### src/rtl/oai211_bist_pkg.sv
// Shared types and constants for the oai211 BIST sequencer.
package oai211_bist_pkg;

  typedef enum logic [2:0] {
    ST_IDLE,
    ST_APPLY,
    ST_SETTLE,
    ST_SAMPLE,
    ST_DONE
  } state_e;

  localparam int          VEC_N     = 16;
  localparam logic [15:0] MISR_POLY = 16'h1021;
  localparam logic [15:0] MISR_SEED = 16'hFFFF;

  // Reference oai211 function for vector {A1,A2,B,C}
  function automatic logic oai211_golden(input logic [3:0] vec);
    return ~((vec[3] | vec[2]) & vec[1] & vec[0]);
  endfunction

endpackage

### src/rtl/oai211_bist_misr.sv
// 16-bit MISR compacting the sampled ZN stream; clear loads the seed.
module oai211_bist_misr
  import oai211_bist_pkg::*;
(
  input  logic        CLK,
  input  logic        RN,
  input  logic        en,
  input  logic        clr,
  input  logic        din,
  output logic [15:0] sig
);

  logic [15:0] sig_q, sig_d;
  logic        fb;

  // Next MISR value: seed on clear, shift with feedback on enable
  always_comb begin
    sig_d = sig_q;
    fb    = sig_q[15] ^ din;
    if (clr) begin
      sig_d = MISR_SEED;
    end else if (en) begin
      sig_d = {sig_q[14:0], 1'b0} ^ (fb ? MISR_POLY : 16'h0000);
    end
  end

  // MISR register
  always_ff @(posedge CLK or negedge RN) begin
    if (!RN) sig_q <= '0;
    else     sig_q <= sig_d;
  end

  assign sig = sig_q;

endmodule

### src/rtl/oai211_bist_ctrl.sv
// BIST sequencer for a single oai211 cell: sweeps all 16 input vectors,
// compares ZN to the golden function, counts and captures mismatches.
// Optional MISR signature under OAI211_BIST_SIGNATURE_EN.
module oai211_bist_ctrl
  import oai211_bist_pkg::*;
#(
  parameter int SETTLE_CYC = 2,
  parameter int PASSES     = 1,
  parameter int ERR_W      = 8
) (
  input  logic             CLK,
  input  logic             RN,
  input  logic             start,
  input  logic             abort,
  input  logic             dut_zn,
  output logic             dut_a1,
  output logic             dut_a2,
  output logic             dut_b,
  output logic             dut_c,
  output logic             busy,
  output logic             done,
  output logic             pass,
  output logic [ERR_W-1:0] err_cnt,
  output logic [3:0]       first_fail_vec,
  output logic             first_fail_valid,
  output logic [15:0]      signature
);

  localparam logic [3:0]       LAST_VEC  = 4'(VEC_N - 1);
  localparam logic [3:0]       LAST_PASS = 4'(PASSES - 1);
  localparam logic [7:0]       WAIT_LOAD = 8'(SETTLE_CYC - 1);
  localparam logic [ERR_W-1:0] ERR_ONE   = {{(ERR_W-1){1'b0}}, 1'b1};

  state_e           state_q, state_d;
  logic [3:0]       vec_q, vec_d;
  logic [3:0]       pass_cnt_q, pass_cnt_d;
  logic [7:0]       wait_q, wait_d;
  logic [3:0]       dut_q, dut_d;
  logic [ERR_W-1:0] err_q, err_d;
  logic [3:0]       ffv_q, ffv_d;
  logic             ffvld_q, ffvld_d;

  // Next-state and result update; abort overrides everything and keeps results
  always_comb begin
    state_d    = state_q;
    vec_d      = vec_q;
    pass_cnt_d = pass_cnt_q;
    wait_d     = wait_q;
    err_d      = err_q;
    ffv_d      = ffv_q;
    ffvld_d    = ffvld_q;
    case (state_q)
      ST_IDLE: begin
        if (start) begin
          state_d    = ST_APPLY;
          vec_d      = '0;
          pass_cnt_d = '0;
          err_d      = '0;
          ffv_d      = '0;
          ffvld_d    = 1'b0;
        end
      end
      ST_APPLY: begin
        state_d = ST_SETTLE;
        wait_d  = WAIT_LOAD;
      end
      ST_SETTLE: begin
        if (wait_q == 8'd0) state_d = ST_SAMPLE;
        else                wait_d  = wait_q - 8'd1;
      end
      ST_SAMPLE: begin
        if (dut_zn != oai211_golden(vec_q)) begin
          if (err_q != '1) err_d = err_q + ERR_ONE;
          if (!ffvld_q) begin
            ffv_d   = vec_q;
            ffvld_d = 1'b1;
          end
        end
        vec_d   = vec_q + 4'd1;
        state_d = ST_APPLY;
        if (vec_q == LAST_VEC) begin
          if (pass_cnt_q == LAST_PASS) state_d    = ST_DONE;
          else                         pass_cnt_d = pass_cnt_q + 4'd1;
        end
      end
      ST_DONE: begin
        // Holding start keeps us here so one request yields one run
        if (!start) state_d = ST_IDLE;
      end
      default: state_d = ST_IDLE;
    endcase

    if (abort) begin
      state_d    = ST_IDLE;
      vec_d      = vec_q;
      pass_cnt_d = pass_cnt_q;
      wait_d     = wait_q;
      err_d      = err_q;
      ffv_d      = ffv_q;
      ffvld_d    = ffvld_q;
    end

    // Cell inputs move only when entering APPLY; zeroed in IDLE, held otherwise
    dut_d = dut_q;
    if (state_d == ST_APPLY)     dut_d = vec_d;
    else if (state_d == ST_IDLE) dut_d = '0;
  end

  // State and result registers
  always_ff @(posedge CLK or negedge RN) begin
    if (!RN) begin
      state_q    <= ST_IDLE;
      vec_q      <= '0;
      pass_cnt_q <= '0;
      wait_q     <= '0;
      dut_q      <= '0;
      err_q      <= '0;
      ffv_q      <= '0;
      ffvld_q    <= 1'b0;
    end else begin
      state_q    <= state_d;
      vec_q      <= vec_d;
      pass_cnt_q <= pass_cnt_d;
      wait_q     <= wait_d;
      dut_q      <= dut_d;
      err_q      <= err_d;
      ffv_q      <= ffv_d;
      ffvld_q    <= ffvld_d;
    end
  end

  assign {dut_a1, dut_a2, dut_b, dut_c} = dut_q;
  assign busy             = (state_q == ST_APPLY) || (state_q == ST_SETTLE) ||
                            (state_q == ST_SAMPLE);
  assign done             = (state_q == ST_DONE);
  assign pass             = done && (err_q == '0);
  assign err_cnt          = err_q;
  assign first_fail_vec   = ffv_q;
  assign first_fail_valid = ffvld_q;

`ifdef OAI211_BIST_SIGNATURE_EN
  logic start_run, sample_en;
  assign start_run = (state_q == ST_IDLE) && start && !abort;
  assign sample_en = (state_q == ST_SAMPLE) && !abort;

  oai211_bist_misr u_misr (
    .CLK (CLK),
    .RN  (RN),
    .en  (sample_en),
    .clr (start_run),
    .din (dut_zn),
    .sig (signature)
  );
`else
  assign signature = '0;
`endif

endmodule
### config.mk
export PLATFORM = sky130hd
export DESIGN_NAME = oai211_bist_ctrl
export DESIGN_NICKNAME = d
export VERILOG_FILES = /design/src/rtl/oai211_bist_pkg.sv /design/src/rtl/oai211_bist_misr.sv /design/src/rtl/oai211_bist_ctrl.sv
export SDC_FILE = /design/constraint.sdc
export NUM_CORES = 1
export LEC_CHECK = 0
export ABC_AREA = 1
export CAP_MARGIN = 5
export CORE_AREA = 2 2 78 80
export DETAILED_ROUTE_END_ITERATION = 8
export DIE_AREA = 0 0 80 82
export PLACE_DENSITY_LB_ADDON = 0.25
export SYNTH_ARGS = -nofsm -noshare
export SYNTH_HDL_FRONTEND = slang
export SYNTH_SLANG_ARGS = --single-unit
### constraint.sdc
create_clock -name CLK -period 2.6 [get_ports CLK]
set_clock_uncertainty 0.1 [all_clocks]
set_input_delay 0.78 -clock CLK [delete_from_list [all_inputs] [get_ports CLK]]
set_output_delay 0.78 -clock CLK [all_outputs]
set_load 0.01 [all_outputs]
Word level (Yosys, flattened, before mapping)
Cells that the tools add are included.
{"block": "classes", "muxes": 28, "n_eq_ne": 15, "n_addsub": 4, "n_reduce_logical": 16, "n_bitwise": 5}
{"cell": "two-way mux 4 bit", "n": 9}
{"cell": "two-way mux 8 bit", "n": 4}
{"cell": "one-hot mux 8 bit (2 select lines)", "n": 2}
{"cell": "one-hot mux 4 bit (2 select lines)", "n": 3}
{"cell": "two-way mux 3 bit", "n": 6}
{"cell": "zero test 8 bit", "n": 2}
{"cell": "one-hot mux 3 bit (5 select lines)", "n": 1}
{"cell": "AND reduction 5 bit", "n": 3}
{"cell": "inequality test 2 bit (second input constant)", "n": 7}
{"cell": "adder 4 x 1 -> 4 bit (second input constant)", "n": 2}
{"cell": "adder 8 x 1 -> 8 bit (second input constant)", "n": 1}
{"cell": "inequality test 8 bit (second input constant)", "n": 1}
{"cell": "subtractor 8 x 1 -> 8 bit (second input constant)", "n": 1}
{"cell": "== test 3 x 1 -> 1 bit (second input constant)", "n": 2}
{"cell": "== test 3 x 2 -> 1 bit (second input constant)", "n": 2}
{"cell": "zero test 3 bit", "n": 2}
{"cell": "nonzero test 2 bit", "n": 3}
{"cell": "== test 4 bit (second input constant)", "n": 1}
{"cell": "zero test 4 bit", "n": 1}
{"cell": "AND reduction 4 bit", "n": 1}
{"cell": "== test 3 bit (second input constant)", "n": 1}
{"cell": "AND reduction 3 bit", "n": 1}
{"cell": "bitwise AND 1 bit", "n": 2}
{"cell": "logical OR 1 bit", "n": 2}
{"cell": "6 further kinds", "n": 8}
{"block": "word_totals", "wordCells": 76, "reg_bits": 36}

Longest topological paths before layout
{"block": "logic_depth", "depth_word": 8, "depth_mapped": 10, "depth_no_buf": 10}

Worst setup path before layout
Ideal clock, no wire load.
{"block": "synth_path", "path_type": "reg2out", "from": "register err_q[0] (netlist: err_cnt[0])", "to": "output pass", "t_required_ps": 1720, "path_buffers": 0, "t_arrival_ps": 1016, "slack_ps": 704, "path_stages_with_launch": 5, "path_cell_list": "dfrtp_1 inv_1 ha_1 nand4_1 nor3_1"}
{"block": "synth_between", "elab_chain_len": 2}
{"item": "from (decl)", "line": "oai211_bist_ctrl.sv:39", "source": "logic [ERR_W-1:0] err_q, err_d;"}
{"item": "from (signal assigned)", "line": "oai211_bist_ctrl.sv:126", "source": "err_q <= err_d;"}
{"item": "zero test 8 bit", "line": "oai211_bist_ctrl.sv:136", "source": "assign pass = done && (err_q == '0);"}
{"item": "logical AND 1 bit", "line": "oai211_bist_ctrl.sv:136"}
{"item": "to (decl)", "line": "oai211_bist_ctrl.sv:22", "source": "output logic pass,"}
Every way passes these cells.

Final worst setup path
Ends and elaborated chain as after synthesis.

==> flow_summary.toml <==
[outcome]
outcome = "finished, final reports clean"

[power]
total_power_uw = 1550
ir_drop_mv = 0.364
power_leakage_uw = 0.00135
power_density_nw_per_um2 = 587

[layout]
finalInstanceArea_um2 = 2650
utilization_pct = 46.1
nets = 347
mostFrequentLayoutCells = "90 x nand2_1, 36 x dfrtp_1, 30 x nand3_1"
fill_cells = 590
syn_to_final_growth_pct = 19.9
layout_commonest_cell = "nand2_1"
drive_above_1_share_pct = 9.23
diodes = 0

[cts]
ctsLongestPathBuffers = 2
insertion_delay_ns = 0.29
postCtsHoldBufs = 0
htree_levels = 2
clkTransAtPathRegs_ns = 0.08
cts-root-buf = "clkbuf_8"
cts_made_buffers = 5
cts.sink_count = 36
cts_tree = "done"

[hold_path]
worstHoldPathType = "in2async"

[flow_run]
maxCapViolCount = 0

[synth]
ys_types = 27
ys_ff_latch = 36
synthTopCellsByArea = "dfrtp_1 41%, nand2_1 15%, nand3_1 6.8%, buf_4 5.8%, inv_1 4.9%"
syn_avg_cell_area_um2 = 7.41
netlist_area_um2 = 2210
ys_seq_area_share_pct = 40.8
synthCells = 298
synth_top_cell_by_area = "dfrtp_1"
yosysWarnings = 0
synth_top_area_share_pct = 40.8

[die]
dieArea_um2 = 6560
ioPinCount = 41
die_w_um = 80
start_util_pct = 38.4
rows = 28
core_um2 = 5750
die_h_um = 82

[global_route]
grtUsageMet1_pct = 20.6
grt_max_degree = 25
met2_usage_pct = 24.1
antenna_found_initial = 0
grt_pass1_vias = 1793
grt_pass1_wl_um = 7920
track_usage_pct = 15.3
busiest_layer = "met2"
grt_use_met3_pct = 3.30
grt-ovfl-total = 0

[placement]
port_buffers = 24
gp_congestion = 0.817
placed_cell_area_um2 = 2530
hpwl_um = 3430

[detailed_routing]
viasPerCell = 4.64
routed_wl_um = 4580
wl_per_cell_um = 11.1
vias = 1909
drt_iter0_drc = 70
drcViolationCount = 0
ant_nets = 0
first_pass_iters = 4

[worst_setup_path]
worstPathCellList = "inv_1 > ha_1 > nand4_1 > nor3_1 > dlygate4sd2_1"
required_ns = 1.72
slowest_stage = "dfrtp_1"
slowest_delay_ns = 0.42
critPathKind = "reg2out"
arrival_ns = 1.58
cp_max_fo = 4
crit_path_start_kind = "flip-flop"
end_kind = "primary output"

[sta]
rsz0062_at_grt = "false"
timing.slew.headroom_pct = 56.8
tightestPinTransition_ns = 0.647
hold_slack_ns = 0.373
finalMaxSlewViolations = 0
layout_min_cycle_time_ns = 2.46
fin_crit_sh_pct = 94.7
hold_viol = 0
max_freq_ghz = 0.406
final-setup-viol-count = 0
critical path: cells and delay by family, from the launching register on:
family / cells / cell delay (ns)
adders and majority gates: 1 / 0.16
buffers and inverters: 2 / 0.42
DFF: 1 / 0.42
and+or+nand+nor: 2 / 0.29
what timing repair did:
| item | 4_1_cts | 5_1_grt |
|---|---|---|
| endpoints found under the hold margin | 0 | 0 |
| gates resized for setup | 3 | 0 |
| buffers inserted | 0 | 0 |
| setup endpoints to repair | 2 | 0 |
per-layer routing:
metal | routed length [um] | share of wire, %
met1 | 2190 | 48
met2 | 2130 | 46
met3 | 193 | 4.2
met4 | 61 | 1.3
met5 | 0 | 0
state kept, by name (all words and copies together) (netlist names):
register / flops
err_cnt: 8
wait_q: 8
dut_q: 4
first_fail_valid: 1
pass_cnt_q: 4
vec_q: 4
state_q: 3
first_fail_vec: 4
kinds of logic (layout without fill, tap and decap cells):
group / after synthesis / count (layout) / share of synthesized area (%)
AO/OA/AOI/OAI: 25 / 25 / 6.41
XOR/XNOR: 8 / 8 / 3.17
adder cells (fa/ha/maj): 7 / 7 / 3.97
buffers and inverters: 53 / 76 / 12.1
flip-flops: 36 / 36 / 40.8
other: 1 / 16 / 0.170
AND/OR/NAND/NOR: 168 / 168 / 33.4
path summary, 6_finish.rpt:
check	start	endpoint	slack, ns	cells past startpoint
setup / recovery	err_cnt[0]	pass	0.14	5
hold / removal	RN	wait_q[7]	0.37	1
setup reg to reg	state_q[1]	wait_q[2]	0.59	9
hold reg to reg	dut_q[1]	dut_q[1]	0.38	2
max in group asynchronous	RN	pass_cnt_q[2]	1.51	2
min in group CLK	dut_q[1]	dut_q[1]	0.38	2
cells in the mapped netlist, drive strengths merged:
| cell type | number |
|---|---|
| buf | 20 |
| dfrtp | 36 |
| nor3 | 6 |
| xnor2 | 3 |
| o21bai | 2 |
| nand3b | 1 |
| nor2b | 1 |
| conb | 1 |
| nand3 | 32 |
| xor2 | 5 |
| nor2 | 28 |
| o21ai | 19 |
| nand2 | 92 |
| a21oi | 4 |
| nand4 | 8 |
| inv | 32 |
| clkinv | 1 |
| ha | 7 |
where the power goes:
| group | internal [uW] | switching [uW] | total, uW |
|---|---|---|---|
| Combinational | 159 | 259 | 418 |
| Clock | 284 | 205 | 489 |
| Sequential | 606 | 40.4 | 646 |
| Total | 1050 | 505 | 1550 |
final cells by class:
type	count	area [um^2]	share of cell area [%]
Clock buffer	5	68.8	2.60
Clock inverter	3	42.5	1.61
Inverter	33	124	4.68
Multi-Input combinational cell	224	1100	41.6
Sequential cell	36	901	34.0
Tap cell	75	93.8	3.55
Timing Repair Buffer	35	315	11.9
per-stage QoR:
stage	cells	setup TNS (ns)	setup slack (ns)
after floorplan	313	0	0.704
after global placement	403	0	0.0363
after detailed placement	403	-0.00940	-0.00555
after CTS	411	0	0.121
after global routing	411	0	0.0248
final	411	0	0.138
(Power assumes the default switching activity.)
